## src/rtl/calc_pkg.sv

```systemverilog
// calc_pkg: definitions shared by the calculator operation blocks.
//   state_t       - control state of a multi-cycle operation (IDLE, CALC, DONE)
//   DEFAULT_WIDTH - default operand width in bits
package calc_pkg;

    localparam int DEFAULT_WIDTH = 6;

    typedef enum logic [1:0] {
        IDLE = 2'd0,
        CALC = 2'd1,
        DONE = 2'd2
    } state_t;

endpackage

```

## src/rtl/div_step.sv

```systemverilog
// div_step: one combinational restoring-division step.
//   rem_in  [WIDTH:0]   - partial remainder before this step
//   bit_in              - next dividend bit, MSB first
//   divisor [WIDTH-1:0] - unsigned divisor
//   rem_out [WIDTH:0]   - partial remainder after this step
//   q_bit               - quotient bit produced by this step
module div_step #(
    parameter int WIDTH = 6
) (
    input  logic [WIDTH:0]   rem_in,
    input  logic             bit_in,
    input  logic [WIDTH-1:0] divisor,
    output logic [WIDTH:0]   rem_out,
    output logic             q_bit
);

    logic [WIDTH:0] shifted;
    logic [WIDTH:0] diff;

    always_comb begin
        shifted = {rem_in[WIDTH-1:0], bit_in};
        diff    = shifted - {1'b0, divisor};
        // The bit shifted out of the top means the true value exceeds any
        // divisor; the modular subtraction still yields the right remainder.
        q_bit   = rem_in[WIDTH] | (shifted >= {1'b0, divisor});
        rem_out = q_bit ? diff : shifted;
    end

endmodule

```

## src/rtl/seq_div.sv

```systemverilog
// seq_div: sequential unsigned restoring divider, one quotient bit per cycle.
//   clk, rst_n    - clock and asynchronous active-low reset
//   start         - request a division (accepted in IDLE or DONE)
//   a, b          - dividend and divisor, captured on an accepted start
//   busy          - high while in CALC
//   done          - one-cycle pulse while in DONE, results valid
//   out           - {quotient, remainder}, held until the next DONE entry
//   err           - divide-by-zero flag of the last completed operation
module seq_div
    import calc_pkg::*;
#(
    parameter int WIDTH = DEFAULT_WIDTH
) (
    input  logic               clk,
    input  logic               rst_n,
    input  logic               start,
    input  logic [WIDTH-1:0]   a,
    input  logic [WIDTH-1:0]   b,
    output logic               busy,
    output logic               done,
    output logic [2*WIDTH-1:0] out,
    output logic               err
);

    localparam int CW = $clog2(WIDTH + 1);

    state_t           state, state_nxt;
    logic [CW-1:0]    cnt;
    logic [WIDTH-1:0] dvd;   // dividend, shifted left as quotient bits enter
    logic [WIDTH-1:0] dsr;   // captured divisor
    logic [WIDTH:0]   rem;   // partial remainder
    logic [WIDTH:0]   step_rem;
    logic             step_q;
    logic             accept;
    logic             last;

    div_step #(.WIDTH(WIDTH)) u_step (
        .rem_in  (rem),
        .bit_in  (dvd[WIDTH-1]),
        .divisor (dsr),
        .rem_out (step_rem),
        .q_bit   (step_q)
    );

    // NOTE: every signal gets a default before the case so no path leaves
    // it unassigned; otherwise synthesis infers a latch.
    always_comb begin
        state_nxt = state;
        accept    = 1'b0;
        last      = 1'b0;
        case (state)
            IDLE, DONE: begin
                if (start) begin
                    accept    = 1'b1;
                    state_nxt = (b == '0) ? DONE : CALC;
                end else begin
                    state_nxt = IDLE;
                end
            end
            CALC: begin
                if (cnt == CW'(WIDTH - 1)) begin
                    last      = 1'b1;
                    state_nxt = DONE;
                end
            end
            default: state_nxt = IDLE;
        endcase
    end

    // Outputs decode the registered state only, so no input reaches them
    // combinationally.
    assign busy = (state == CALC);
    assign done = (state == DONE);

    // NOTE: sequential state uses non-blocking assignments so every register
    // samples pre-edge values, independent of statement order.
    always_ff @(posedge clk or negedge rst_n) begin
        if (!rst_n) begin
            state <= IDLE;
            cnt   <= '0;
            // NOTE: the operand registers are plain flops, not a memory
            // array, so they are reset along with the control state.
            dvd   <= '0;
            dsr   <= '0;
            rem   <= '0;
            out   <= '0;
            err   <= 1'b0;
        end else begin
            state <= state_nxt;
            if (accept) begin
                dvd <= a;
                dsr <= b;
                rem <= '0;
                cnt <= '0;
                if (b == '0) begin
                    out <= {{WIDTH{1'b1}}, a};
                    err <= 1'b1;
                end
            end else if (state == CALC) begin
                dvd <= {dvd[WIDTH-2:0], step_q};
                rem <= step_rem;
                cnt <= cnt + 1'b1;
                if (last) begin
                    out <= {dvd[WIDTH-2:0], step_q, step_rem[WIDTH-1:0]};
                    err <= 1'b0;
                end
            end
        end
    end

endmodule

```

## config.mk

```make
export PLATFORM = sky130hd
export DESIGN_NAME = seq_div
export DESIGN_NICKNAME = d
export VERILOG_FILES = /design/src/rtl/calc_pkg.sv /design/src/rtl/div_step.sv /design/src/rtl/seq_div.sv
export SDC_FILE = /design/constraint.sdc
export NUM_CORES = 1
export LEC_CHECK = 0
export BUFFER_PORTS_ARGS = -buffer_cell sky130_fd_sc_hd__buf_4
export CAP_MARGIN = 0
export CORE_MARGIN = 5
export CORE_UTILIZATION = 30
export CTS_BUF_LIST = sky130_fd_sc_hd__clkbuf_8
export DETAILED_ROUTE_END_ITERATION = 10
export PLACE_DENSITY = 0.47
export SYNTH_ARGS = -nofsm -noshare
export SYNTH_HDL_FRONTEND = slang
export SYNTH_SLANG_ARGS = --single-unit
```

## constraint.sdc

```tcl
create_clock -name clk -period 3.9 [get_ports clk]
set_clock_uncertainty 0.15 [all_clocks]
set_input_delay 0.585 -clock clk [delete_from_list [all_inputs] [get_ports clk]]
set_output_delay 0.585 -clock clk [all_outputs]
set_load 0.01 [all_outputs]
```

==> impl_metrics.json <==
{
  "cts_root_buf": "clkbuf_8",
  "layout_common_cells": "37 x dfrtp_1, 32 x nand2_1, 32 x buf_4, 21 x o21ai_0, 16 x nor2_1",
  "synth-edff-count": 0,
  "crit_chain": "or2b_2 > inv_1 > buf_4",
  "status": "finished, final reports clean",
  "setup_viol_count_final": 0,
  "p_clk_share_pct": 14.5,
  "synth.cell_area_sq_mm": 0.00199,
  "antenna_found_initial": 0,
  "max-slew-margin-rel_pct": 51.4,
  "rsz0062_at_grt": "false",
  "cts.htree.levels": 2,
  "clock.fmax_ghz": 0.402,
  "synth_area_leaders": "dfrtp_1 46%, nand2_1 6.0%, o21ai_0 5.3%",
  "drive_above_1_share_pct": 20.4,
  "path_clk_slew_ps": 80,
  "post-cts-setup-buffers": 0,
  "clk_latency_ps": 290,
  "rr_worst_depth": 7,
  "seqPwrFrac_pct": 29.0,
  "timing.final.max_slew_violations": 0,
  "end_kind": "primary output",
  "ys_seq_area_share_pct": 46.5,
  "period_share_pct": 63.7,
  "chipWidth_um": 91.5,
  "placed_cells": 314,
  "syn_area_per_cell_sq_um": 9.23,
  "cts_sinks": 37,
  "diodes": 0,
  "p_sw_w": 0.00105,
  "track_usage_pct": 13.4,
  "overflow": 0,
  "placementRows": 29,
  "synth_top_area_share_pct": 46.5,
  "initial_core_util_pct": 31.0,
  "slowest_delay_ps": 460,
  "ios": 30,
  "grt_max_degree": 38,
  "first_global_vias": 1758,
  "grt_pass1_wl_mm": 8.94,
  "switching_share_pct": 43.6,
  "synth_ff_type": "dfrtp_1",
  "cts-hold-fix-buffers": 0,
  "internal-power_w": 0.00136,
  "place.gp.congestion": 0.772,
  "cts_resized": 0,
  "timing.rr.end": "rem[2]",
  "ant_nets": 0,
  "vias_per_cell": 5.17,
  "area_delta_synth_final_pct": 20.3,
  "slowest_stage": "inv_1",
  "peakVddDrop_v": 0.000375,
  "dp.final_hpwl_mm": 3.79,
  "dp_slack_ps": 1350,
  "cts_buffers": 5,
  "final.setup.tns_ps": 0,
  "vias": 1664,
  "maxCapViolCount": 0,
  "p_per_area_mw_per_mm2": 1010,
  "finalPower_w": 0.00242,
  "worstMarginPinSlew_ps": 726,
  "critical_path_required_ps": 3160,
  "critPathMaxFanout": 20,
  "start_kind": "flip-flop",
  "hold_class": "primary input to async pin",
  "die_h_um": 91.5,
  "design.core.area_sq_mm": 0.00642,
  "p_leak_nw": 1.08,
  "portBuffers": 29,
  "clockBufferDepth": 2,
  "finalHoldViolCount": 0,
  "setup_slack_ps": 1410,
  "nets": 268,
  "yosysUniqueCellTypes": 42,
  "yosysWarnings": 0,
  "drtIter0Drc": 94,
  "fin_crit_ps": 2490,
  "syn_nets": 240,
  "drc_errors": 0,
  "cp.arrival_ps": 1750,
  "dieArea_sq_mm": 0.00837,
  "synth_cells": 216,
  "fillers": 644,
  "async_flop_share_pct": 100,
  "power_frac_comb_pct": 56.5,
  "critical_path_class": "flip-flop to primary output",
  "synth_seq_cells": 37,
  "r2r_start": "rem[0]",
  "avgRoutedWirePerCell_um": 16.2,
  "final-instance-count-excl-fill": 322,
  "drt_wl_total_mm": 5.21,
  "synth_top_area_cell": "dfrtp_1",
  "cts_tree": "done",
  "drt_first_pass_iters": 4,
  "mostFrequentLayoutCell": "dfrtp_1",
  "r2r_slack_ps": 1520
}
-- cells in the mapped netlist, types with 3 or more instances --
library cell  number
o31ai_1            3
ha_1               8
a31oi_1            6
and3_1             3
a21oi_1            9
nor3_1             6
inv_1             10
nand3_1            9
o21ai_0           21
a21o_1             3
o22a_2             5
clkbuf_1           8
nand2_1           32
a21boi_0           3
nor2_1            16
a22oi_1            4
nor2b_1            3
dfrtp_1           37
-- how the worst max path moves through the flow --
stage | from | end | slack, ps | depth (start not counted)
after floorplan | b[5] | out[5] | 1760 | 6
after global placement | b[5] | out[5] | 1360 | 6
after detailed placement | b[5] | out[5] | 1350 | 6
after CTS | state[0] | busy | 1410 | 3
after global routing | state[0] | busy | 1300 | 3
final | state[0] | busy | 1410 | 3
-- area by class of cell --
cell class                      count  area, sq um  area share, %
Tap cell                           77         96.3           4.02
Inverter                           10         37.5           1.56
Clock inverter                      2         37.5           1.56
Timing Repair Buffer               32          240           10.0
Sequential cell                    37          926           38.6
Multi-Input combinational cell    158          978           40.8
Clock buffer                        6         82.6           3.44
-- cells by family after synthesis --
| kind of cell | Yosys count | share of synthesized area (%) |
|---|---|---|
| fa+ha+maj | 9 | 6.03 |
| simple gates | 79 | 19.2 |
| buf+inv | 21 | 4.46 |
| compound gates | 67 | 22.5 |
| xor+xnor | 3 | 1.32 |
| flops | 37 | 46.5 |
-- power groups by stage --
stage	Clock (W)	Sequential [W]	Combinational, W
floorplan	0	0.000698	0.000962
global placement	0	0.000712	0.00136
detailed placement	0	0.000710	0.00137
CTS	0.000363	0.000702	0.00138
global route	0.000380	0.000723	0.00155
finish	0.000352	0.000701	0.00137
-- flip-flops by register name (all words and copies together) (netlist names) --
name / count
out: 12
state: 2
rem: 7
dsr: 6
err: 1
dvd: 6
cnt: 3
-- stage by stage --
step                hold slack, ps  area [sq um]  util (%)
floorplan                      139          1990         -
global placement               330          2280      35.5
detailed placement             331          2280      35.5
CTS                            112          2400      37.3
global route                   135          2400      37.3
finish                        87.6          2400      37.3
-- layer usage --
layer	vias up	GRT usage, %	routed length [um]
li1	830	-	-
met1	803	17.9	2560
met2	26	21.7	2450
met3	5	2.98	138
met4	0	4.15	63
met5	-	0	0
-- worst max-delay path, delay by kind of cell (launching register included) --
kind,cells,cell delay (ps)
flops,1,390
buf+inv,2,690
simple gates,1,370
No activity file was read; power rests on OpenSTA's default activity.
